[src/rtl/spatz_pkg.sv]
// Shared Spatz VRF types: word address {vreg index, word offset} and data word.
package spatz_pkg;

  localparam int unsigned NRVREG = 32;
  localparam int unsigned VREG_W = $clog2(NRVREG);
  localparam int unsigned WORDS_PER_VREG = 4;
  localparam int unsigned WORD_W = $clog2(WORDS_PER_VREG);
  localparam int unsigned DATA_W = 32;

  typedef logic [VREG_W+WORD_W-1:0] vreg_addr_t;
  typedef logic [DATA_W-1:0] vreg_data_t;

  // Flat increment: offset carry bumps the vreg index and v31 wraps to v0.
  function automatic vreg_addr_t next_addr(input vreg_addr_t a);
    return a + vreg_addr_t'(1);
  endfunction

endpackage

[src/rtl/fifo_v3.sv]
// Registered FIFO without fall-through; memory is cleared on reset so the
// read port shows zero while empty after reset.
module fifo_v3 #(
  parameter int unsigned DATA_WIDTH = 32,
  parameter int unsigned DEPTH = 8,
  parameter int unsigned ADDR_DEPTH = (DEPTH > 1) ? $clog2(DEPTH) : 1
) (
  input  logic                  clk_i,
  input  logic                  rst_ni,
  input  logic                  flush_i,
  output logic                  full_o,
  output logic                  empty_o,
  output logic [ADDR_DEPTH-1:0] usage_o,
  input  logic [DATA_WIDTH-1:0] data_i,
  input  logic                  push_i,
  output logic [DATA_WIDTH-1:0] data_o,
  input  logic                  pop_i
);

  localparam logic [ADDR_DEPTH-1:0] LAST = ADDR_DEPTH'(DEPTH - 1);
  localparam logic [ADDR_DEPTH:0] FULL_CNT = (ADDR_DEPTH + 1)'(DEPTH);

  logic [DATA_WIDTH-1:0] mem_q [DEPTH];
  logic [ADDR_DEPTH-1:0] rptr_q;
  logic [ADDR_DEPTH-1:0] wptr_q;
  logic [ADDR_DEPTH:0] cnt_q;
  logic do_push;
  logic do_pop;

  assign full_o = (cnt_q == FULL_CNT);
  assign empty_o = (cnt_q == '0);
  assign usage_o = cnt_q[ADDR_DEPTH-1:0];
  assign data_o = mem_q[rptr_q];
  assign do_push = push_i && !full_o;
  assign do_pop = pop_i && !empty_o;

  always_ff @(posedge clk_i or negedge rst_ni) begin
    if (!rst_ni) begin
      rptr_q <= '0;
      wptr_q <= '0;
      cnt_q <= '0;
      for (int i = 0; i < int'(DEPTH); i++) mem_q[i] <= '0;
    end else if (flush_i) begin
      rptr_q <= '0;
      wptr_q <= '0;
      cnt_q <= '0;
    end else begin
      if (do_push) begin
        mem_q[wptr_q] <= data_i;
        wptr_q <= (wptr_q == LAST) ? '0 : wptr_q + 1'b1;
      end
      if (do_pop)
        rptr_q <= (rptr_q == LAST) ? '0 : rptr_q + 1'b1;
      if (do_push && !do_pop)
        cnt_q <= cnt_q + 1'b1;
      else if (do_pop && !do_push)
        cnt_q <= cnt_q - 1'b1;
    end
  end

endmodule

[src/rtl/spatz_vrf_operand_requester.sv]
// Walks a run of VRF word addresses for one read port and buffers granted
// data, tagging the final word, for the functional unit to drain.
module spatz_vrf_operand_requester
  import spatz_pkg::*;
#(
  parameter int unsigned FIFO_DEPTH = 4,
  parameter int unsigned LEN_WIDTH = 8
) (
  input  logic                 clk_i,
  input  logic                 rst_i,
  input  logic                 cmd_valid_i,
  output logic                 cmd_ready_o,
  input  vreg_addr_t           cmd_addr_i,
  input  logic [LEN_WIDTH-1:0] cmd_len_i,
  output vreg_addr_t           raddr_o,
  output logic                 re_o,
  input  vreg_data_t           rdata_i,
  input  logic                 rvalid_i,
  output logic                 op_valid_o,
  input  logic                 op_ready_i,
  output vreg_data_t           op_data_o,
  output logic                 op_last_o,
  output logic                 busy_o
);

  localparam int unsigned CNT_W = (FIFO_DEPTH > 1) ? $clog2(FIFO_DEPTH) : 1;
  localparam logic [CNT_W:0] DEPTH_CNT = (CNT_W + 1)'(FIFO_DEPTH);

  localparam logic [0:0] IDLE = 1'b0;
  localparam logic [0:0] REQ = 1'b1;

  logic [0:0] state_q;
  vreg_addr_t addr_q;
  logic [LEN_WIDTH-1:0] rem_q;

  logic full;
  logic empty;
  logic [CNT_W-1:0] usage;
  logic [CNT_W:0] fill;
  logic grant;
  logic pop;
  logic [$bits(vreg_data_t):0] push_word;
  logic [$bits(vreg_data_t):0] head_word;

  // Gate on the registered fill level only, so op_ready_i never reaches re_o.
  assign fill = {full, usage};
  assign re_o = (state_q == REQ) && (fill < DEPTH_CNT);
  assign raddr_o = addr_q;
  assign cmd_ready_o = (state_q == IDLE);
  assign grant = re_o && rvalid_i;

  assign op_valid_o = !empty;
  assign pop = op_valid_o && op_ready_i;
  assign op_last_o = head_word[$bits(vreg_data_t)];
  assign op_data_o = head_word[$bits(vreg_data_t)-1:0];
  assign busy_o = (state_q == REQ) || op_valid_o;
  assign push_word = {rem_q == LEN_WIDTH'(1), rdata_i};

  always_ff @(posedge clk_i or posedge rst_i) begin
    if (rst_i) begin
      state_q <= IDLE;
      addr_q <= '0;
      rem_q <= '0;
    end else begin
      unique case (state_q)
        IDLE: begin
          if (cmd_valid_i && (cmd_len_i != '0)) begin
            addr_q <= cmd_addr_i;
            rem_q <= cmd_len_i;
            state_q <= REQ;
          end
        end
        REQ: begin
          if (grant) begin
            addr_q <= next_addr(addr_q);
            rem_q <= rem_q - 1'b1;
            if (rem_q == LEN_WIDTH'(1)) state_q <= IDLE;
          end
        end
        default: state_q <= IDLE;
      endcase
    end
  end

  fifo_v3 #(
    .DATA_WIDTH($bits(vreg_data_t) + 1),
    .DEPTH     (FIFO_DEPTH)
  ) i_fifo (
    .clk_i  (clk_i),
    .rst_ni (~rst_i),
    .flush_i(1'b0),
    .full_o (full),
    .empty_o(empty),
    .usage_o(usage),
    .data_i (push_word),
    .push_i (grant),
    .data_o (head_word),
    .pop_i  (pop)
  );

endmodule

[config.mk]
export PLATFORM = sky130hd
export DESIGN_NAME = spatz_vrf_operand_requester
export DESIGN_NICKNAME = d
export VERILOG_FILES = /design/src/rtl/spatz_pkg.sv /design/src/rtl/fifo_v3.sv /design/src/rtl/spatz_vrf_operand_requester.sv
export SDC_FILE = /design/constraint.sdc
export NUM_CORES = 1
export LEC_CHECK = 0
export CORE_AREA = 5 5 132 134
export DETAILED_ROUTE_END_ITERATION = 10
export DIE_AREA = 0 0 137 139
export PLACE_DENSITY = 0.67
export SYNTH_ARGS = -nofsm -noshare
export SYNTH_HDL_FRONTEND = slang
export SYNTH_SLANG_ARGS = --single-unit
[constraint.sdc]
create_clock -name clk_i -period 6.8 [get_ports clk_i]
set_input_delay 1.36 -clock clk_i [delete_from_list [all_inputs] [get_ports clk_i]]
set_output_delay 1.36 -clock clk_i [all_outputs]
set_load 0.005 [all_outputs]
Yosys cells after proc, flatten, opt, wreduce, memory -nomap -nowiden
Cells that the tools add are included.

Reduce and logical (&&, ||, !) cells: 18. Equal/unequal tests: 6. Mux-type cells: 20. Add/subtract/negate cells: 6. $lt $le $gt $ge: 4. Bitwise logic cells: 3.

Operators with widths (number): 132-bit bitwise mux (1); 33-bit 2-to-1 mux (3); 33-bit binary-select mux with 2-bit select (1); 33-bit demux with 2-bit select (1); 8-bit 2-to-1 mux (2); 8-bit case mux with 2 select lines (1); 7-bit 2-to-1 mux (2); 7-bit case mux with 2 select lines (1); 1-bit logical AND (9); 8-bit by 1-bit equality test with 1-bit output, second input constant (1); 8-bit nonzero test (1); 8-bit by 1-bit subtractor with 8-bit output, second input constant (1); 7-bit by 1-bit adder with 7-bit output, second input constant (1); 3-bit >= comparator, second input constant (2); 3-bit 2-to-1 mux (2); 2-bit NOT with 3-bit output (2); 2-bit by 1-bit adder with 2-bit output, second input constant (2); 2-bit equality test, second input constant (2); 1-bit logical NOT (4); 2-bit 2-to-1 mux (2); 2-bit by 1-bit inequality test with 1-bit output, second input constant (2); 3-bit by 1-bit adder with 3-bit output, second input constant (1); 3-bit equality test, second input constant (1); 3-bit logical NOT (1); 9 further kinds (11).

Output and inout port bits: 44. Word-level logic and storage cells: 67. Flip-flop bits (word level): 155.

Depth between registers and ports, before layout
Gate-level depths: netlist (run 1).

Word-level depth: 9. Gate-level depth with buffers: 10. Gate-level depth less buffers: 9.

Modules after synthesis
Synthesis (run 1) repeated with hierarchy kept, for this count alone.

Cell total of the unflattened synthesis: 501. Area total of the unflattened synthesis: 7945.1 um^2.

Modules (own cells, without submodules): fifo_v3 (seq. area each 3478.3 um^2, area each 6892.9 um^2, cells an instance 384, instances 1); spatz_vrf_operand_requester (seq. area each 400.4 um^2, area each 1052.3 um^2, cells an instance 117, instances 1).

Worst setup path after synthesis (run 1)
OpenSTA, ideal clock, no wires.

Path type: in2reg. From: input rvalid_i. To: register i_fifo.cnt_q[2]. Buffers on the path: 0. Slack: 4.032 ns. Cell stages on the path: 9. Arrival: 2.688 ns. Required time: 6.720 ns. Path through: nand2_1 -> a21o_1 -> inv_2 -> ha_1 -> inv_1 -> fa_1 -> xor2_1 -> nor2_1 -> xnor2_1.

Word-level cells in the longest chain between the ends: 5. Elaborated cells on any way between the ends: 7. Those cells by class: 1 x mux; 6 x reduce/logical.

Ends and longest elaborated chain: from (decl) (RTL line spatz_vrf_operand_requester.sv:18) `input logic rvalid_i,`; 1-bit logical AND * (RTL line spatz_vrf_operand_requester.sv:50) `assign grant = re_o && rvalid_i;`; 1-bit logical AND * (RTL line fifo_v3.sv:34) `assign do_push = push_i && !full_o;`; named net i_fifo.do_push (RTL line fifo_v3.sv:27) `logic do_push;`; 1-bit logical NOT (RTL line fifo_v3.sv:56) `else if (do_pop && !do_push)`; 1-bit logical AND (RTL line fifo_v3.sv:56); 2-bit nonzero test (no source line); to (signal assigned) (RTL line fifo_v3.sv:55) `cnt_q <= cnt_q + 1'b1;`; to (signal assigned) (RTL line fifo_v3.sv:57) `cnt_q <= cnt_q - 1'b1;`; to (decl) (RTL line fifo_v3.sv:26) `logic [ADDR_DEPTH:0] cnt_q;`.

Mark *: on every way through the listed nets, which the timed path passes. The rest lies on a longest branch. A chain may end at the register's enable or synchronous reset.

Worst setup path in the final report (run 1)
From: register state_q. To: output re_o.

Word-level cells in the longest chain between the ends: 1.

Ends and longest elaborated chain: from (decl) (RTL line spatz_vrf_operand_requester.sv:32) `logic [0:0] state_q;`; from (signal assigned) (RTL line spatz_vrf_operand_requester.sv:61) `state_q <= IDLE;`; from (signal assigned) (RTL line spatz_vrf_operand_requester.sv:70) `state_q <= REQ;`; from (signal assigned) (RTL line spatz_vrf_operand_requester.sv:77) `if (rem_q == LEN_WIDTH'(1)) state_q <= IDLE;`; 1-bit logical AND (RTL line spatz_vrf_operand_requester.sv:47) `assign re_o = (state_q == REQ) && (fill < DEPTH_CNT);`; to (decl) (RTL line spatz_vrf_operand_requester.sv:16) `output logic re_o,`.

Every way passes these cells.

==> results.json, run 1 <==
{
  "critical-path-top-delay-family": "buffers and inverters",
  "cts_setup_buffers": 0,
  "finalNetCount": 621,
  "r2r_cells": 5,
  "synth_top_area_share_pct": 54.7,
  "ctsResizeCount": 0,
  "drt_iter0_markers": 203,
  "cts_tree": "yes",
  "cpPeakStageDelay_ps": 830,
  "end_kind": "output pin",
  "internal_power_w": 0.00338,
  "antenna_cells": 0,
  "fill_cells": 1300,
  "p_seq_share_pct": 36.2,
  "clkLatencyLatePin_ps": 420,
  "start_util_pct": 43.9,
  "worstPathMaxFanout": 25,
  "dieHeight_um": 139,
  "routed_wl_um": 14900,
  "synth-xor-area-share_pct": 0.370,
  "dp_hpwl_um": 9290,
  "combPwrFrac_pct": 39.8,
  "core_area_sq_mm": 0.0162,
  "synth_most_common_cell": "dfrtp_1",
  "cap_violations": 0,
  "cts_num_sinks": 155,
  "clk_path_buf_depth": 2,
  "vias_per_cell": 5.45,
  "hold_buffers": 0,
  "crit_chain": "clkinv_1, a21oi_1, clkdlybuf4s50_1",
  "rsz0062_at_grt": "no",
  "dp_cells": 760,
  "grt_pass1_vias": 4776,
  "slew_viol_final": 0,
  "synth_flop_cell": "dfrtp_1",
  "rrSetupSlack_ps": 3920,
  "ys_ff_latch": 155,
  "synthMuxAreaShare_pct": 32.0,
  "ant_nets": 0,
  "syn_nets": 533,
  "yosys_warnings": 0,
  "outcome": "completed",
  "synth-edff-count": 0,
  "tns_ps": 0,
  "p_sw_share_pct": 29.3,
  "synthCells": 471,
  "fin_ws_ps": 2640,
  "syn2layout_area_growth_pct": 25.9,
  "setup.worst_path.class": "reg2out",
  "synthSimpleGateAreaFrac_pct": 3.79,
  "antenna_found_initial": 0,
  "detail_route.wl_per_cell_um": 18.8,
  "num_rows": 47,
  "switchingPower_w": 0.00140,
  "path_buf_inv": 2,
  "reg2reg_from": "state_q$_DFF_PP0_",
  "setup_viol": 0,
  "ys_types": 42,
  "synth_compound_area_share_pct": 4.74,
  "p_per_area_mw_per_mm2": 534,
  "grt_overflow": 0,
  "vias": 4318,
  "yosys.area.top_type": "dfrtp_1",
  "period_needed_ps": 4160,
  "fin_crit_sh_pct": 61.2,
  "r2r_end": "i_fifo.mem_q[30]$_DFFE_PP0P_",
  "final_core_util_pct": 55.2,
  "drc": 0,
  "critPathSlowestCell": "dfrtp_1",
  "ys_top_cells_by_area": "dfrtp_1 55%, mux2_2 20%, mux4_2 10%, ha_1 1.6%, buf_2 1.3%",
  "max_slew_margin_pct": 30.8,
  "synthAdderAreaFrac_pct": 1.87,
  "portBuffers": 95,
  "hold_path_depth": 1,
  "dp_slack_ps": 2910,
  "drive_gt1_share_pct": 36.0,
  "p_clk_share_pct": 23.9,
  "die-area_sq_mm": 0.0190,
  "grt_usage_pct": 16.4,
  "dr.pass1.iters": 4,
  "synth_top_family_by_area": "multiplexers",
  "hp-class": "reg2reg",
  "arrival_ps": 2800,
  "clkTransAtPathRegs_ps": 60,
  "grt_max_degree": 98,
  "ys_top_cells_by_count": "155 x dfrtp_1, 126 x mux2_2, 33 x mux4_2",
  "worst_ep_required_time_ps": 5440,
  "hold_start": "i_fifo.mem_q[111]$_DFFE_PP0P_",
  "worst_slew_pin_slew_ps": 1040,
  "synthArstFlopShare_pct": 100,
  "die_w_um": 137,
  "htree_levels": 4,
  "ir_worst_vdd_mv": 0.249,
  "p_leak_nw": 3.69,
  "report.final.hold_viol_count": 0,
  "netlist_area_sq_mm": 0.00710,
  "gp_congestion": 0.783,
  "ys_seq_area_share_pct": 54.7,
  "fin_skew_ps": 6.24,
  "num_io_pins": 96,
  "start_kind": "flop",
  "syn-mean-instance-area_sq_um": 15.1,
  "final-instance-count-excl-fill": 792,
  "cts_made_buffers": 17,
  "fmax_mhz": 240,
  "ctsRootBufferMaster": "clkbuf_16",
  "grt_pass1_wl_um": 24600,
  "hold-path-endpoint": "i_fifo.mem_q[111]$_DFFE_PP0P_"
}
layout by cell type (no fill, tap or decap), drive strengths merged, types with 8 or more instances in the layout:
| cell | synthesis | final |
|---|---|---|
| inv | 9 | 10 |
| o22a | 8 | 8 |
| mux2 | 134 | 134 |
| dfrtp | 155 | 155 |
| a31oi | 8 | 8 |
| mux4 | 33 | 33 |
| nand2 | 10 | 10 |
| nor2 | 14 | 14 |
| clkdlybuf4s50 | 0 | 95 |
| ha | 9 | 9 |
| clkbuf | 8 | 17 |
| bufinv | 0 | 8 |
cell type report:
type | count | area (sq um) | share of cell area [%]
Clock buffer | 17 | 425 | 4.76
Clock inverter | 15 | 294 | 3.29
Inverter | 10 | 42.5 | 0.476
Multi-Input combinational cell | 278 | 3050 | 34.1
Sequential cell | 155 | 3880 | 43.5
Tap cell | 220 | 275 | 3.08
Timing Repair Buffer | 97 | 966 | 10.8
sequential cells by signal, indices dropped and copies added (netlist names):
name,cells
i_fifo.wptr_q,2
i_fifo.rptr_q,2
i_fifo.cnt_q,3
i_fifo.mem_q,132
state_q,1
rem_q,8
raddr_o,7
kinds of logic (layout without fill, tap and decap cells):
group | Yosys count | in the layout
AO/OA/AOI/OAI | 45 | 45
multiplexers | 169 | 169
flip-flops | 155 | 155
adder cells (fa/ha/maj) | 10 | 10
XOR/XNOR | 3 | 3
buffers and inverters | 38 | 139
AND/OR/NAND/NOR | 51 | 51
worst max path at each step:
| stage | from | end | slack (ps) | cells after the start |
|---|---|---|---|---|
| finish | state_q$_DFF_PP0_ | re_o | 2640 | 3 |
| global route | state_q$_DFF_PP0_ | re_o | 2410 | 3 |
| CTS | state_q$_DFF_PP0_ | re_o | 2610 | 3 |
| detailed placement | rvalid_i | i_fifo.mem_q[14]$_DFFE_PP0P_ | 2910 | 6 |
| global placement | rvalid_i | i_fifo.mem_q[18]$_DFFE_PP0P_ | 2980 | 6 |
| floorplan | rst_i | i_fifo.cnt_q[0]$_DFFE_PP0P_ | 1260 | 1 |
metal layers:
layer  routed length [um]  up-vias  global-route usage [%]
li1                     -     1953                       -
met1                 6480     2243                    21.7
met2                 7590      102                    26.8
met3                  620       20                    3.70
met4                  204        0                    5.09
met5                    0        -                       0
through the flow:
step                      total power (W)  hold WS (ps)  area [sq um]
after floorplan                   0.00287           459          7100
after global placement            0.00359           468          8210
after detailed placement          0.00368           482          8210
after CTS                         0.00484           495          8930
after global routing              0.00506           510          8930
final                             0.00477           493          8930
power groups by stage:
stage / registers, W / clock network [W] / logic, W
floorplan: 0.00157 / 0 / 0.00130
global placement: 0.00171 / 0 / 0.00188
detailed placement: 0.00174 / 0 / 0.00194
CTS: 0.00173 / 0.00116 / 0.00195
global route: 0.00179 / 0.00120 / 0.00206
finish: 0.00173 / 0.00114 / 0.00190
Power figures use the tool's default switching activity.
==> inputs of run 2 (changes only) <==
==> constraint.sdc (replaced) <==
create_clock -name clk_i -period 3.93 [get_ports clk_i]
set_input_delay 0.786 -clock clk_i [delete_from_list [all_inputs] [get_ports clk_i]]
set_output_delay 0.786 -clock clk_i [all_outputs]
set_load 0.005 [all_outputs]
==> run 2 against run 1 <==
Net effect: utilization fell by 0.16 points; register-to-register slack worse by 2700 ps; non-clock buffer count rose by 5; sequential share of layout area grew 0.13 points; cell count is 0.63% higher; critical path depth did not move; combinational power increased by 73%; setup slack worse by 1900 ps; cell area down 0.29%; clock skew decreased by 1.4 ps; sequential cell count is the same; critical endpoint is now op_data_o[11]; largest cell class unchanged; largest power group unchanged; highest routed layer unchanged.
==> results.json, run 2 (synthesis gave the netlist of run 1 again) <==
{
  "worst_ep_required_time_ps": 3140,
  "worstPathMaxFanout": 23,
  "placed_area_sq_mm": 0.00827,
  "end_kind": "output pin",
  "cts_made_buffers": 17,
  "p_leak_nw": 3.69,
  "rrSetupSlack_ps": 1250,
  "finalNetCount": 626,
  "holdWs_ps": 484,
  "die_w_um": 137,
  "fin_total_pwr_w": 0.00802,
  "dp_hpwl_um": 9040,
  "setup_viol": 0,
  "grt_usage_pct": 16.6,
  "clkTransAtPathRegs_ps": 60,
  "tns_ps": 0,
  "vias": 4299,
  "clkLatencyLatePin_ps": 410,
  "reg2reg_from": "state_q$_DFF_PP0_",
  "cap_violations": 0,
  "antenna_cells": 0,
  "fill_cells": 1317,
  "dr.pass1.iters": 4,
  "p_per_area_mw_per_mm2": 901,
  "fin_area_sq_mm": 0.00890,
  "crit_start": "i_fifo.rptr_q[0]$_DFFE_PP0P_",
  "drc": 0,
  "hp-class": "reg2reg",
  "num_rows": 47,
  "dp_cells": 765,
  "cts_tree": "yes",
  "r2r_end": "i_fifo.cnt_q[2]$_DFFE_PP0P_",
  "top_register": "i_fifo.mem_q",
  "drive_gt1_share_pct": 35.7,
  "report.final.hold_viol_count": 0,
  "clk_path_buf_depth": 2,
  "fin_skew_ps": 4.87,
  "setup.worst_path.class": "reg2out",
  "arrival_ps": 2400,
  "gp_congestion": 0.772,
  "routed_wl_um": 14700,
  "period_needed_ps": 3190,
  "start_kind": "flop",
  "drt_iter0_markers": 187,
  "grt_overflow": 0,
  "htree_levels": 4,
  "dieHeight_um": 139,
  "slew_viol_final": 0,
  "antenna_found_initial": 0,
  "max_slew_margin_pct": 38.9,
  "grt_max_degree": 156,
  "layout_commonest_cell": "dfrtp_1",
  "rsz0062_at_grt": "no",
  "outcome": "completed",
  "portBuffers": 95,
  "num_io_pins": 96,
  "vias_per_cell": 5.39,
  "cp-endpoint": "op_data_o[11]",
  "die-area_sq_mm": 0.0190,
  "grt_pass1_wl_um": 24700,
  "hold_buffers": 0,
  "largest_reg_flops": 132,
  "final_cell_mix": "153 x dfrtp_1, 126 x mux2_2, 95 x clkdlybuf4s50_1",
  "core_area_sq_mm": 0.0162,
  "start_util_pct": 43.9,
  "grt_pass1_vias": 4742,
  "ctsResizeCount": 0,
  "cts_num_sinks": 155,
  "ir_worst_vdd_mv": 0.406,
  "ctsRootBufferMaster": "clkbuf_16",
  "worst_slew_pin_slew_ps": 917,
  "ant_nets": 0,
  "fmax_mhz": 314,
  "fin_crit_sh_pct": 81.2,
  "syn2layout_area_growth_pct": 25.5,
  "final-instance-count-excl-fill": 797,
  "detail_route.wl_per_cell_um": 18.5,
  "r2r_cells": 9,
  "cts_setup_buffers": 0
}
[run 2: cell count changes in the layout (fill, tap and decap cells not counted), sizes merged]
cell / change
clkinvlp: -1
clkbuf: +9
clkinv: -2
buf: +5
inv: -2
bufinv: -4
[run 2: layout make-up]
| class | instances | area (sq um) | share of cell area [%] |
|---|---|---|---|
| clock buffers | 26 | 499 | 5.61 |
| flip-flops and latches | 155 | 3880 | 43.6 |
| inverters | 10 | 41.3 | 0.464 |
| well taps | 220 | 275 | 3.09 |
| repair buffers | 102 | 1030 | 11.5 |
| multi-input cells | 278 | 3050 | 34.2 |
| clock inverters | 6 | 133 | 1.49 |
[run 2: per-layer routing]
| metal | routed length, um | up-vias | global-route usage [%] |
|---|---|---|---|
| met5 | 0 | - | 0 |
| met4 | 151 | 0 | 4.52 |
| met3 | 652 | 12 | 4.64 |
| met2 | 7410 | 97 | 27.3 |
| met1 | 6520 | 2226 | 21.6 |
| li1 | - | 1964 | - |
[run 2: worst max-delay path, cell delays in order (launching register included)]
cell and delay [ps]:
dfrtp_2 660, buf_12 290, mux4_2 560, clkdlybuf4s50_1 470
[run 2: how the worst min path moves through the flow]
stage | startpoint | to | slack [ps] | depth (start not counted)
2_1_floorplan | i_fifo.mem_q[2]$_DFFE_PP0P_ | i_fifo.mem_q[2]$_DFFE_PP0P_ | 460 | 1
3_5_place_dp | i_fifo.mem_q[30]$_DFFE_PP0P_ | i_fifo.mem_q[30]$_DFFE_PP0P_ | 480 | 1
4_1_cts | i_fifo.mem_q[30]$_DFFE_PP0P_ | i_fifo.mem_q[30]$_DFFE_PP0P_ | 490 | 1
5_1_grt | i_fifo.mem_q[30]$_DFFE_PP0P_ | i_fifo.mem_q[30]$_DFFE_PP0P_ | 500 | 1
3_3_place_gp | i_fifo.mem_q[4]$_DFFE_PP0P_ | i_fifo.mem_q[4]$_DFFE_PP0P_ | 470 | 1
6_report | i_fifo.mem_q[31]$_DFFE_PP0P_ | i_fifo.mem_q[31]$_DFFE_PP0P_ | 480 | 1
[run 2: stage by stage]
step                util [%]  setup WS [ps]
finish                  55.1            741
global route            55.1            595
CTS                     55.1            674
detailed placement      51.2            831
global placement        51.2            926
floorplan                  -           1190
[run 2: where the power goes]
group          switching (W)  internal [W]  leakage [nW]
clock               0.000619       0.00113         0.305
combinational        0.00114       0.00214          1.54
sequential          0.000592       0.00240          1.84
total                0.00235       0.00568          3.69
